**src/rtl/cpu_pkg.sv**
```systemverilog
// Shared pipeline types for operand forwarding: mux select codes, stage tag layout
// and the tag/source match rule.
package cpu_pkg;

    localparam int REG_AW = 5;

    localparam logic [1:0] FWD_RF  = 2'b00;
    localparam logic [1:0] FWD_EX  = 2'b01;
    localparam logic [1:0] FWD_MEM = 2'b10;
    localparam logic [1:0] FWD_WB  = 2'b11;

    typedef struct packed {
        logic              v;
        logic              we;
        logic              ld;
        logic [REG_AW-1:0] rd;
    } fwd_tag_t;

    localparam fwd_tag_t FWD_BUBBLE = '0;

    // Register 0 is hardwired zero, so it never matches an in-flight writer.
    function automatic logic tag_hit(input fwd_tag_t t, input logic [REG_AW-1:0] r);
        return t.v & t.we & (t.rd == r) & (r != '0);
    endfunction

endpackage

```
**src/rtl/fwd_match.sv**
```systemverilog
// Priority compare of one decode-stage source against the EX/MEM/WB tags;
// the youngest matching stage wins.
module fwd_match (
    input  cpu_pkg::fwd_tag_t          s1,
    input  cpu_pkg::fwd_tag_t          s2,
    input  cpu_pkg::fwd_tag_t          s3,
    input  logic [cpu_pkg::REG_AW-1:0] rs,
    output logic [1:0]                 sel,
    output logic                       s1_ld_hit
);
    import cpu_pkg::*;

    logic hit1;
    logic hit2;
    logic hit3;

    assign hit1 = tag_hit(s1, rs);
    assign hit2 = tag_hit(s2, rs);
    assign hit3 = tag_hit(s3, rs);

    always_comb begin
        sel = FWD_RF;
        if (hit1) begin
            sel = FWD_EX;
        end else if (hit2) begin
            sel = FWD_MEM;
        end else if (hit3) begin
            sel = FWD_WB;
        end
    end

    assign s1_ld_hit = hit1 & s1.ld;

endmodule

```
**src/rtl/fwd_select_unit.sv**
```systemverilog
// Forwarding select generator: tracks EX/MEM/WB destination tags, drives the operand
// mux selects and flags load-use hazards. Optional statistics counters under FWD_STATS_EN.
module fwd_select_unit #(
    parameter int REG_AW = cpu_pkg::REG_AW
`ifdef FWD_STATS_EN
    ,
    parameter int CNT_W = 16
`endif
) (
    input  logic              clk,
    input  logic              rst_n,
    input  logic              issue_valid,
    input  logic              issue_we,
    input  logic              issue_ld,
    input  logic [REG_AW-1:0] issue_rd,
    input  logic              stall,
    input  logic              flush,
    input  logic [REG_AW-1:0] rs_a,
    input  logic [REG_AW-1:0] rs_b,
    output logic [1:0]        sel_a,
    output logic [1:0]        sel_b,
    output logic              load_use
`ifdef FWD_STATS_EN
    ,
    output logic [CNT_W-1:0]  fwd_cnt_ex,
    output logic [CNT_W-1:0]  fwd_cnt_mem,
    output logic [CNT_W-1:0]  fwd_cnt_wb,
    output logic [CNT_W-1:0]  lu_cnt
`endif
);
    import cpu_pkg::*;

    fwd_tag_t s1_reg, s2_reg, s3_reg;
    fwd_tag_t s1_next, s2_next, s3_next;

    // Flush squashes the issuing and EX instructions but lets MEM retire into WB.
    always_comb begin
        s1_next = s1_reg;
        s2_next = s2_reg;
        s3_next = s3_reg;
        if (flush) begin
            s1_next = FWD_BUBBLE;
            s2_next = FWD_BUBBLE;
            s3_next = s2_reg;
        end else if (!stall) begin
            s1_next = '{v: issue_valid, we: issue_we, ld: issue_ld, rd: issue_rd};
            s2_next = s1_reg;
            s3_next = s2_reg;
        end
    end

    always_ff @(posedge clk or negedge rst_n) begin
        if (!rst_n) begin
            s1_reg <= FWD_BUBBLE;
            s2_reg <= FWD_BUBBLE;
            s3_reg <= FWD_BUBBLE;
        end else begin
            s1_reg <= s1_next;
            s2_reg <= s2_next;
            s3_reg <= s3_next;
        end
    end

    logic [REG_AW-1:0] rs_vec     [2];
    logic [1:0]        sel_vec    [2];
    logic              ld_hit_vec [2];

    assign rs_vec[0] = rs_a;
    assign rs_vec[1] = rs_b;

    genvar gi;
    generate
        for (gi = 0; gi < 2; gi++) begin : g_match
            fwd_match u_match (
                .s1        (s1_reg),
                .s2        (s2_reg),
                .s3        (s3_reg),
                .rs        (rs_vec[gi]),
                .sel       (sel_vec[gi]),
                .s1_ld_hit (ld_hit_vec[gi])
            );
        end
    endgenerate

    assign sel_a    = sel_vec[0];
    assign sel_b    = sel_vec[1];
    assign load_use = ld_hit_vec[0] | ld_hit_vec[1];

`ifdef FWD_STATS_EN
    // Per-cycle increments: 0..2 for the forward counters (one per operand), 0..1 for hazards.
    logic [1:0] cnt_inc [4];

    assign cnt_inc[0] = {1'b0, sel_a == FWD_EX}  + {1'b0, sel_b == FWD_EX};
    assign cnt_inc[1] = {1'b0, sel_a == FWD_MEM} + {1'b0, sel_b == FWD_MEM};
    assign cnt_inc[2] = {1'b0, sel_a == FWD_WB}  + {1'b0, sel_b == FWD_WB};
    assign cnt_inc[3] = {1'b0, load_use};

    generate
        for (gi = 0; gi < 4; gi++) begin : g_cnt
            logic [CNT_W-1:0] cnt_reg;
            logic [CNT_W:0]   sum;

            assign sum = {1'b0, cnt_reg} + (CNT_W+1)'(cnt_inc[gi]);

            always_ff @(posedge clk or negedge rst_n) begin
                if (!rst_n) begin
                    cnt_reg <= '0;
                end else if (!stall) begin
                    cnt_reg <= sum[CNT_W] ? '1 : sum[CNT_W-1:0];
                end
            end
        end
    endgenerate

    assign fwd_cnt_ex  = g_cnt[0].cnt_reg;
    assign fwd_cnt_mem = g_cnt[1].cnt_reg;
    assign fwd_cnt_wb  = g_cnt[2].cnt_reg;
    assign lu_cnt      = g_cnt[3].cnt_reg;
`endif

endmodule

```
**config.mk**
```make
export PLATFORM = sky130hd
export DESIGN_NAME = fwd_select_unit
export DESIGN_NICKNAME = d
export VERILOG_FILES = /design/src/rtl/cpu_pkg.sv /design/src/rtl/fwd_match.sv /design/src/rtl/fwd_select_unit.sv
export SDC_FILE = /design/constraint.sdc
export NUM_CORES = 1
export LEC_CHECK = 0
export CAP_MARGIN = 5
export CORE_MARGIN = 4
export CORE_UTILIZATION = 54
export DETAILED_ROUTE_END_ITERATION = 16
export PLACE_DENSITY = 0.86
export SETUP_SLACK_MARGIN = 0.2
export SYNTH_ARGS = -nofsm -noshare
export SYNTH_HDL_FRONTEND = slang
export SYNTH_SLANG_ARGS = --single-unit
```
**constraint.sdc**
```tcl
create_clock -name clk -period 5.37 [get_ports clk]
set_clock_uncertainty 0.15 [all_clocks]
set_input_delay 1.611 -clock clk [delete_from_list [all_inputs] [get_ports clk]]
set_output_delay 1.611 -clock clk [all_outputs]
set_load 0.05 [all_outputs]
```
# Word level (Yosys, flattened, before mapping)
# Cells that the tools add are included.
# op_classes
bitwise	18
reduce_logical	2
mux	12
n_eq_ne	7
# ops
op	count
2-to-1 mux 8 bit	6
== test 5 bit	6
bitwise AND 1 bit	17
2-to-1 mux 2 bit	6
nonzero test 5 bit	2
!= test 2 x 1 -> 1 bit (second input constant)	1
OR 1 bit	1
# totals
input_bits	22
wordCells	50
register_bits	23
out_inout_bits	5

# Logic depth before layout (Yosys ltp)
# logic_depth
ltp_word	6
depth_mapped	4
mapped_depth_nobuf	4

# Hierarchy
# A second synthesis with hierarchy kept.
# unflattened
cells_unflattened	141
area_unflattened_um2	1522.7
# modules_own_cells
mod	instances	cells_each	seq_area_each_um2	area_each_um2
fwd_select_unit	1	71	600.6	1002.2
fwd_match	2	35	0.0	260.2

# Least setup slack after synthesis
# No wires, ideal clock.
# synth_path
path_type	input to output
startpoint	input rs_b[1]
endpoint	output sel_b[1]
required_ns	3.609
path_buffers	0
cell_stages	4
arrival_time_ns	2.950
slack_ns	0.659
cell_sequence	xor2_1 > nor4_2 > nand3_1 > a21oi_1
# synth_via
elab_chain_cells	6
word_cells_on_any_way	13
classes_between	eq/ne (3); mux (3); bitwise (6); reduce/logical (1)
# synth_rtl
item	line	text
start, declared	fwd_select_unit.sv:19	input logic [REG_AW-1:0] rs_b,
== test 5 bit	cpu_pkg.sv:23	return t.v & t.we & (t.rd == r) & (r != '0);
bitwise AND 1 bit (2 in a row)	cpu_pkg.sv:23	
2-to-1 mux 2 bit	fwd_match.sv:27	end else if (hit3) begin
2-to-1 mux 2 bit	fwd_match.sv:25	end else if (hit2) begin
2-to-1 mux 2 bit (*)	fwd_match.sv:23	if (hit1) begin
end, declared	fwd_select_unit.sv:21	output logic [1:0] sel_b,
# Mark *: on every way between the ends. The rest lies on a longest branch, timed or not.

# Worst setup path in the final report
# Same ends and word-level chain as after synthesis.

==> results by group <==
Final layout
  • Fin area: 1690 sq um
  • Fraction of layout cells with a size suffix above 1: 14.7%
  • Inserted Diodes: 0
  • # nets final: 173
  • Syn-to-layout area delta: 28.1%
  • Max reg flops: 8

Timing
  • Period minus WS final: 5.04 ns
  • Final Setup Violations: 0
  • RSZ-0062 raised after global routing: no
  • FMAX: 198 MHz
  • Final Hold Viols: 0
  • Final slew viol count: 0
  • Relative slew slack: 34.1%
  • Least-Margin Pin Slew: 0.985 ns
  • Final period utilization: 93.9%
  • Post-route setup TNS: 0 ns

Critical path
  • Crit end category: output pin
  • Critical path origin: rs_b[1]
  • R2R cell count: 2
  • CP max FO: 4
  • RR Startpoint: s1_reg[1]
  • Critical Path Source Type: input port
  • Worst R2R End: s1_reg[1]
  • Flop-to-flop setup slack: 4.37 ns
  • Worst Setup EP: sel_b[1]
  • Crit path arrival time: 3.28 ns
  • Setup CP Type: input port to output pin
  • Worst EP required: 3.61 ns

Route
  • DRT antenna net count: 0
  • Via count: 995
  • Top Metal Used: met4
  • Met3 wire length: 90 um
  • DR WL met2: 1480 um
  • Post-route DRC: 0
  • Drt total wl: 2940 um
  • Initial drt markers: 21
  • Vias per cell: 5.59
  • DRT Pass-1 Iters: 4
  • Post-Route M1 WL: 1350 um
  • Wire per inst: 16.5 um

Yosys
  • Synth Flop Type: dfrtp_1
  • Cells after synthesis: 123
  • Synthesis Warnings: 0
  • Yosys reg bits: 22
  • EDFF count, synth: 0
  • Sequential-to-total area share from yosys stat: 41.8%
  • Post-Syn Nets: 145
  • Synth async-reset ratio: 100%
  • Synth Area per Inst: 10.7 sq um
  • Synthesized cell area: 1320 sq um
  • Count of different cell masters after synthesis: 21

Place
  • RD Place Congestion: 0.944
  • I/O Buffers: 26
  • Post-DP Area: 1650 sq um
  • Post-DP HPWL: 2310 um

Flow run
  • Max-cap viol count: 0

Floorplanning
  • Core area: 2280 sq um
  • Die Wd: 57.4 um
  • Row count: 17
  • Initial Util: 57.9%
  • Die height: 57.4 um
  • Die area: 3290 sq um
  • I/O pin cnt: 27

Clock network
  • Cts hold-fix bufs: 0
  • Clock transition at the registers of the reported paths: 0.12 ns
  • H-tree depth: 1
  • CTS resizes: 0
  • Clk root buf: clkbuf_4
  • CTS max path bufs: 2
  • TritonCTS clock tree: done
  • Setup bufs post-CTS: 0
  • Skew-Pair Late Insertion Delay: 0.30 ns
  • Clock Sinks: 22
  • CTS buffer count: 3

Global routing
  • Largest net degree at the start of global routing: 23
  • Global-route wire length before repair: 4950 um
  • Vias in the first global route: 1,034
  • Total gr overflow: 0
  • Initial antenna violation count: 0
  • Total track usage: 19.5%

Min path
  • Worst Hold Class: flop to flop

Power and ir drop
  • Sw frac: 26.2%
  • Combinational fraction of design power: 19.3%
  • NetSw: 0.0881 mW
  • Int Pwr: 0.248 mW
  • Largest vdd supply drop: 177 uV
  • Sequential power share: 53.9%
  • PD cells: 199 nW/um^2
  • Clk pwr share: 26.9%
  • Lkg Pwr: 0.782 nW

Run status
  • Status: finished, final reports clean
-- power groups by stage --
| stage | combinational [mW] | clock (mW) | sequential, mW |
|---|---|---|---|
| 2_1_floorplan | 0.0349 | 0 | 0.182 |
| 3_3_place_gp | 0.0634 | 0 | 0.184 |
| 3_5_place_dp | 0.0649 | 0 | 0.184 |
| 4_1_cts | 0.0654 | 0.0936 | 0.181 |
| 5_1_grt | 0.0711 | 0.105 | 0.182 |
| 6_report | 0.0648 | 0.0904 | 0.181 |
-- per-layer routing --
| layer | up-vias | GRT usage (%) |
|---|---|---|
| met3 | 2 | 2.71 |
| met4 | 0 | 4.97 |
| met5 | - | 0 |
| met1 | 498 | 27.0 |
| li1 | 481 | - |
| met2 | 14 | 32.1 |
-- cells by family after synthesis --
family	share of synthesized area [%]
buf+inv	1.42
simple gates	16.8
compound gates	2.66
flops	41.8
mux	17.4
xor+xnor	19.9
-- cell usage in the layout (no fill, tap or decap), types with 2 or more instances in the layout --
cell	Yosys	final
mux2_2	7	7
nor3_1	2	2
mux2i_1	15	15
nor4b_2	2	2
dfrtp_1	22	22
nor2_1	19	19
nand4_1	4	4
xor2_1	18	18
clkdlybuf4s50_1	0	21
nand2_1	5	5
a21oi_1	2	2
buf_12	0	5
clkbuf_4	0	3
xnor2_1	12	12
nor4_2	3	3
nand3_1	2	2
-- worst min-delay path by stage --
stage | startpoint | to | slack, ns | cells past startpoint
6_report | s3_reg[6] | s3_reg[6] | 0.38 | 1
5_1_grt | s3_reg[6] | s3_reg[6] | 0.38 | 1
4_1_cts | s3_reg[6] | s3_reg[6] | 0.37 | 1
3_5_place_dp | s3_reg[6] | s3_reg[6] | 0.35 | 1
3_3_place_gp | s3_reg[6] | s3_reg[6] | 0.34 | 1
2_1_floorplan | s3_reg[6] | s3_reg[6] | 0.33 | 1
-- cell usage after synthesis, types with 3 or more instances --
| cell | count | area share, % |
|---|---|---|
| buf_2 | 3 | 1.1 |
| dfrtp_1 | 22 | 42 |
| mux2_2 | 7 | 6.0 |
| mux2i_1 | 15 | 11 |
| nand2_1 | 5 | 1.4 |
| nand4_1 | 4 | 1.9 |
| nor2_1 | 19 | 5.4 |
| nor4_2 | 3 | 2.8 |
| xnor2_1 | 12 | 8.0 |
| xor2_1 | 18 | 12 |
-- per-stage QoR --
step / setup slack [ns] / utilization (%) / cells / hold slack, ns / total power [mW]
after global routing: 0.241 / 74.2 / 178 / 0.381 / 0.359
after CTS: 0.338 / 74.2 / 178 / 0.375 / 0.340
after detailed placement: 0.339 / 72.6 / 174 / 0.346 / 0.249
after global placement: 0.358 / 72.6 / 174 / 0.342 / 0.247
after floorplan: 0.659 / - / 123 / 0.330 / 0.217
final: 0.328 / 74.2 / 178 / 0.376 / 0.336
-- critical path: stages --
cell and delay, ns:
clkdlybuf4s50_1 0.51, xor2_1 0.22, nor4_2 0.36, nand3_1 0.12
a21oi_1 0.28, buf_12 0.18
-- cell type report --
class                   count  area [sq um]
flip-flops and latches     22           551
multi-input cells          97           748
fillers                   174           588
repair buffers             27           318
well taps                  28          35.0
clock buffers               4          36.3
(Power assumes the default switching activity.)
